===== config.mk =====
export PLATFORM = sky130hd
export DESIGN_NAME = spi_master
export DESIGN_NICKNAME = d
export VERILOG_FILES = /design/src/rtl/spi_master.sv
export SDC_FILE = /design/constraint.sdc
export NUM_CORES = 1
export LEC_CHECK = 0
export ABC_CLOCK_PERIOD_IN_PS = 2600
export CORE_MARGIN = 2
export CORE_UTILIZATION = 54
export CTS_BUF_LIST = sky130_fd_sc_hd__clkbuf_8
export CTS_CLUSTER_DIAMETER = 100
export DETAILED_ROUTE_END_ITERATION = 10
export PLACE_DENSITY = 0.78
export SLEW_MARGIN = 30
export SYNTH_ARGS = -nofsm -noshare
export SYNTH_HDL_FRONTEND = slang
export SYNTH_SLANG_ARGS = --single-unit

===== constraint.sdc =====
create_clock -name clk -period 2.6 [get_ports clk]
set_clock_uncertainty 0.1 [all_clocks]
set_input_delay 0.52 -clock clk [delete_from_list [all_inputs] [get_ports clk]]
set_output_delay 0.52 -clock clk [all_outputs]
set_load 0.05 [all_outputs]

===== src/rtl/spi_master.sv =====
// spi_master: single-frame, 8-bit, full-duplex SPI master.
// A start request in IDLE produces one CS_n-framed transfer of 16 SCL edges.
// The received byte is returned on rx_data together with a one-cycle done pulse.
// SCL is derived from clk by a half-period divider of CLK_DIV cycles.
module spi_master #(
  parameter bit          CPOL    = 1'b0,
  parameter bit          CPHA    = 1'b0,
  parameter int unsigned CLK_DIV = 4
) (
  input  logic       clk,
  input  logic       rst,
  input  logic       start,
  input  logic [7:0] tx_data,
  output logic       busy,
  output logic       done,
  output logic [7:0] rx_data,
  output logic       SCL,
  output logic       CS_n,
  output logic       MOSI,
  input  logic       MISO
);

  typedef enum logic [2:0] {
    IDLE,
    SETUP,
    XFER,
    HOLD,
    GAP
  } state_t;

  localparam logic [7:0] DIV_LAST = 8'(CLK_DIV - 1);

  state_t     state;
  logic [7:0] div_cnt;
  logic [7:0] tx_shift;
  logic [7:0] rx_shift;
  logic [4:0] edge_cnt;
  logic       tick;
  logic       leading;

  // End of one SCL half-period.
  assign tick    = (div_cnt == DIV_LAST);
  // edge_cnt counts completed edges, so the next edge is odd (leading) when it is even.
  assign leading = ~edge_cnt[0];

  // Frame sequencer with all serial-side and handshake outputs registered.
  always_ff @(posedge clk) begin
    if (rst) begin
      state    <= IDLE;
      div_cnt  <= '0;
      tx_shift <= '0;
      rx_shift <= '0;
      edge_cnt <= '0;
      busy     <= 1'b0;
      done     <= 1'b0;
      rx_data  <= '0;
      SCL      <= CPOL;
      CS_n     <= 1'b1;
      MOSI     <= 1'b0;
    end else begin
      done <= 1'b0;
      // Every non-IDLE state change happens on a tick, so the wrap to zero
      // doubles as the clear-on-entry of the divider.
      div_cnt <= tick ? '0 : div_cnt + 8'd1;

      case (state)
        IDLE: begin
          div_cnt <= '0;
          CS_n    <= 1'b1;
          SCL     <= CPOL;
          busy    <= 1'b0;
          MOSI    <= 1'b0;
          if (start) begin
            tx_shift <= tx_data;
            rx_shift <= '0;
            edge_cnt <= '0;
            CS_n     <= 1'b0;
            busy     <= 1'b1;
            MOSI     <= CPHA ? 1'b0 : tx_data[7];
            state    <= SETUP;
          end
        end

        SETUP: begin
          if (tick) begin
            state <= XFER;
          end
        end

        XFER: begin
          if (tick) begin
            SCL      <= ~SCL;
            edge_cnt <= edge_cnt + 5'd1;
            if (leading) begin
              if (CPHA) begin
                MOSI     <= tx_shift[7];
                tx_shift <= {tx_shift[6:0], 1'b0};
              end else begin
                rx_shift <= {rx_shift[6:0], MISO};
              end
            end else begin
              if (CPHA) begin
                rx_shift <= {rx_shift[6:0], MISO};
              end else if (edge_cnt != 5'd15) begin
                MOSI     <= tx_shift[6];
                tx_shift <= {tx_shift[6:0], 1'b0};
              end
            end
            if (edge_cnt == 5'd15) begin
              state <= HOLD;
            end
          end
        end

        HOLD: begin
          if (tick) begin
            CS_n    <= 1'b1;
            MOSI    <= 1'b0;
            rx_data <= rx_shift;
            done    <= 1'b1;
            state   <= GAP;
          end
        end

        GAP: begin
          if (tick) begin
            busy  <= 1'b0;
            state <= IDLE;
          end
        end

        default: begin
          state <= IDLE;
        end
      endcase
    end
  end

endmodule


# ---- Word level (Yosys, flattened, before mapping)
# Index checks and enable logic that the tools add are counted.
dict set report totals {
  ff_bits 44
  input_bits 12
  out_inout_bits 13
  elab_cells 80
}
dict set report op_classes {
  addsub 2
  n_eq_ne 16
  n_mux 33
  bitwise_logic 2
  reduce_logical 16
}
# op n
set ops {}
lappend ops {{$mux 7} 4}
lappend ops {{$mux 8} 3}
lappend ops {{$mux 3} 6}
lappend ops {{$ne 2x2->1 const B} 9}
lappend ops {{$pmux 8 s2} 1}
lappend ops {{$pmux 3 s5} 1}
lappend ops {{$pmux 7 s2} 1}
lappend ops {{$mux 1} 10}
lappend ops {{$mux 5} 2}
lappend ops {{$pmux 5 s2} 1}
lappend ops {{$reduce_and 5->1} 2}
lappend ops {{$add 8x1->8 const B} 1}
lappend ops {{$eq 8x2->1 const B} 1}
lappend ops {{$reduce_and 2->1} 4}
lappend ops {{$eq 3x2->1 const B} 2}
lappend ops {{$pmux 1 s2} 3}
lappend ops {{$reduce_and 6->1} 1}
lappend ops {{$reduce_bool 2->1} 3}
lappend ops {{$add 5x1->5 const B} 1}
lappend ops {{$eq 5x4->1 const B} 1}
lappend ops {{$ne 5x4->1 const B} 1}
lappend ops {{$reduce_and 4->1} 1}
lappend ops {{$eq 3x1->1 const B} 1}
lappend ops {{$eq 3x3->1 const B} 1}
lappend ops {{other kinds (7)} 8}

# ---- Logic depth before layout (Yosys ltp)
dict set report depth {
  ltp_word 5
  ltp_mapped 8
  mapped_depth_nobuf 7
}

# ---- Worst setup path after synthesis
# OpenSTA, ideal clock, no wires.
dict set report synth_path {
  path_type {register to register}
  from {register edge_cnt[0]}
  to {register tx_shift[0]}
  setup_time_ns 0.116
  arrival_time_ns 1.688
  required_ns 2.384
  slack_ns 0.695
  path_stages_with_launch 9
  path_buffers 1
  period_less_slack_ns 1.905
  cell_sequence {dfxtp_1 > ha_1 > and3_1 > ha_1 > nor2b_1 > a41o_1 > buf_4 > nand2_1 > a31o_2}
}
dict set report synth_via {
  elab_chain_cells 3
  word_cells_on_any_way 4
  cone_classes {3 x eq/ne; 1 x reduce/logical}
}
# element line_no
set synth_lines {}
lappend synth_lines {{start, declared} 37} ;# logic [4:0] edge_cnt;
lappend synth_lines {{start signal, assigned} 93} ;# edge_cnt <= edge_cnt + 5'd1;
lappend synth_lines {{$ne 5x4->1} 104} ;# end else if (edge_cnt != 5'd15) begin
lappend synth_lines {{$ne 2x2->1 (no line)} -}
lappend synth_lines {{$reduce_and 5->1 (no line) *} -}
lappend synth_lines {{end signal, assigned} 74} ;# tx_shift <= tx_data;
lappend synth_lines {{end signal, assigned} 97} ;# tx_shift <= {tx_shift[6:0], 1'b0};
lappend synth_lines {{end signal, assigned} 106} ;# tx_shift <= {tx_shift[6:0], 1'b0};
lappend synth_lines {{end, declared} 35} ;# logic [7:0] tx_shift;
# Every way passes the cells marked *; elsewhere a longest branch is shown, timed or not.
# A chain may end at the register's enable or synchronous reset.

# ---- Worst setup path in the final report
dict set report layout_path {
  from {register edge_cnt[0]}
  to {register tx_shift[3]}
}
# Same word-level chain as after synthesis.

==> flow_metrics.env <==
export IMPL_status="complete, no violations"
export IMPL_cts_buffer_depth=2
export IMPL_synth_cell_types=46
export IMPL_cp_slowest_cell="a41o_1"
export IMPL_ys_seq_area_share_pct=46.8
export IMPL_postCtsHoldBufs=0
export IMPL_worstHoldStart="edge_cnt[4]"
export IMPL_wire_per_inst_um=14.7
export IMPL_start_util_pct=56.4
export IMPL_drt_iter0_drc=93
export IMPL_drive_gt1_share_pct=9.59
export IMPL_place_congestion=0.862
export IMPL_die_h_um=63.1
export IMPL_top_layer="met4"
export IMPL_cp_startpoint="edge_cnt[0]"
export IMPL_routed_via_density=5.76
export IMPL_fin_crit_sh_pct=84.3
export IMPL_fmax_mhz=456
export IMPL_synthesis_nets=209
export IMPL_reg2reg_from="edge_cnt[0]"
export IMPL_drt_wl_total_um=3890
export IMPL_rows=21
export IMPL_ys_ff_latch=44
export IMPL_hold_class="flop to flop"
export IMPL_numPortBuffers=24
export IMPL_antenna_found_initial=0
export IMPL_first_pass_iters=4
export IMPL_clk_pin_slew_worst_paths_ns=0.09
export IMPL_crit_top_cell="ha_1"
export IMPL_via_count=1526
export IMPL_max_stage_delay_ns=0.44
export IMPL_grt_usage_pct=21.7
export IMPL_htree_levels=2
export IMPL_critical_path_max_fanout=13
export IMPL_die_w_um=63.1
export IMPL_slew_headroom_pct=63.5
export IMPL_power_density_nw_per_um2=582
export IMPL_wl_met1_um=1650
export IMPL_route_met3_wl_um=242
export IMPL_grt_pass1_vias=1537
export IMPL_synth_cells=194
export IMPL_maxCapViolCount=0
export IMPL_synth_main_ff_cell="dfxtp_1"
export IMPL_hold_viol=0
export IMPL_synth_avg_cell_area_sq_um=9.71
export IMPL_final_util_pct=68.3
export IMPL_synthArstFlopShare_pct=0
export IMPL_cellLeakagePower_nw=0.939
export IMPL_setup_viol=0
export IMPL_ys_warn_count=0
export IMPL_top_level_ports=25
export IMPL_grt_pass1_wl_um=6800
export IMPL_antenna_left=0
export IMPL_worstPathRequired_ns=2.71
export IMPL_post_cts_buffers=0
export IMPL_fp_coreArea_sq_um=3340
export IMPL_fin_nets=233
export IMPL_criticalPathCategory="flop to flop"
export IMPL_critPathLaunchType="flop"
export IMPL_crit_path_end_kind="flop"
export IMPL_drc_errors=0
export IMPL_setup_tns_ns=0
export IMPL_slew_viol_final=0
export IMPL_area_delta_synth_final_pct=21.1
export IMPL_clock_latency_ns=0.30
export IMPL_placed_cell_area_sq_um=2160
export IMPL_cp_arrival_ns=2.30
export IMPL_crit_chain="ha_1, and3_1, ha_1, nor2b_1, a41o_1, a21oi_1, a311oi_1"
export IMPL_grt_max_degree=29
export IMPL_cts_buffers=5
export IMPL_period_minus_slack_ns=2.19
export IMPL_wl_met2_um=1920
export IMPL_place_detailed_hpwl_um=2790
export IMPL_gr_total_overflow=0
export IMPL_cts_sinks=44
export IMPL_ir_drop_mv=0.424
export IMPL_cts_resized=0
export IMPL_final_cell_area_sq_um=2280
export IMPL_rsz0062_at_grt="no"
export IMPL_synth_edf_count=0
export IMPL_fillers=283
export IMPL_hold_slack_ns=0.378
export IMPL_die_area_sq_um=3980
export IMPL_cts_tree="done"
export IMPL_netlist_area_sq_um=1880
export IMPL_worst_pin_slew_ns=0.547
export IMPL_cts_root_buf="clkbuf_8"
export IMPL_insertedDiodeCount=0
==> sequential cells by signal, summed over array words and instances (netlist names) <==
register / cells
done: 1
edge_cnt: 5
rx_data: 8
MOSI: 1
div_cnt: 8
rx_shift: 8
state: 3
tx_shift: 7
busy: 1
CS_n: 1
SCL: 1
==> worst max-delay path: cells and delay by family, from the launching register on <==
kind,cells,cell delay (ns)
compound gates,3,0.82
flops,1,0.36
fa+ha+maj,2,0.45
simple gates,2,0.35
==> metal layers <==
layer / GRT usage (%) / vias to the layer above
li1: - / 755
met1: 25.4 / 711
met2: 36.3 / 51
met3: 6.25 / 9
met4: 10.8 / 0
met5: 0 / -
==> worst paths after layout <==
check / endpoint / slack [ns] / cells past startpoint
setup / recovery: tx_shift[3] / 0.41 / 7
hold / removal: edge_cnt[4] / 0.38 / 1
setup reg to reg: tx_shift[3] / 0.41 / 7
hold reg to reg: edge_cnt[4] / 0.38 / 1
==> Yosys cell counts (2+ instances only) <==
master,instances,area share (%)
nand3_1,8,2.1
a22o_1,9,4.2
nor2_1,25,5.0
clkbuf_1,7,1.4
mux2i_1,14,7.4
nand2_1,7,1.4
ha_1,3,2.0
or3_1,2,0.66
o21a_1,2,0.80
buf_2,4,1.1
xnor2_1,2,0.93
xor2_1,5,2.3
inv_1,4,0.80
dfxtp_1,44,47
nor3_1,3,0.80
a311oi_1,7,3.3
nor2b_1,5,1.7
a21oi_1,11,2.9
and3_1,5,1.7
==> where the power goes <==
part | internal [mW] | leakage, nW | total, mW | switching, mW
Clock | 0.289 | 0.0548 | 0.533 | 0.243
Sequential | 0.687 | 0.357 | 0.697 | 0.0103
Combinational | 0.0447 | 0.528 | 0.0973 | 0.0526
==> placed cells by master (no fill, tap or decap), types with 2 or more instances in the layout <==
master            n
nand3_1           8
or3_1             2
a21oi_1          11
a311oi_1          7
ha_1              3
nor3_1            3
nor2b_1           5
and3_1            5
o21a_1            2
nor2_1           25
inv_1             4
mux2i_1          14
a22o_1            9
xor2_1            5
clkdlybuf4s50_1  24
xnor2_1           2
dfxtp_1          44
nand2_1           7
buf_4             5
clkbuf_8          5
==> cell type report <==
cell class / instances / area, sq um / area share [%]
inverters: 4 / 15.0 / 0.659
repair buffers: 29 / 278 / 12.2
well taps: 46 / 57.6 / 2.52
multi-input cells: 134 / 933 / 40.9
flip-flops and latches: 44 / 881 / 38.6
clock inverters: 3 / 46.3 / 2.03
clock buffers: 5 / 68.8 / 3.02
==> logic make-up (layout without fill, tap and decap cells) <==
group / after synthesis / after routing / share of synthesized area [%]
xor gates and xnor gates: 7 / 7 / 3.26
and+or+nand+nor: 66 / 66 / 18.5
buffers and inverters: 16 / 41 / 3.65
AOI/OAI and AO/OA: 43 / 43 / 17.7
DFF: 44 / 44 / 46.8
adders and majority gates: 3 / 3 / 1.99
muxes: 15 / 15 / 8.04
==> stage by stage <==
stage          instances  power [mW]  worst slack [ns]
6_report             265        1.33             0.407
5_1_grt              265        1.39             0.221
4_1_cts              265        1.34             0.396
3_5_place_dp         257       0.810             0.420
3_3_place_gp         257       0.807             0.487
2_1_floorplan        194       0.773             0.695
(Power assumes the default switching activity.)
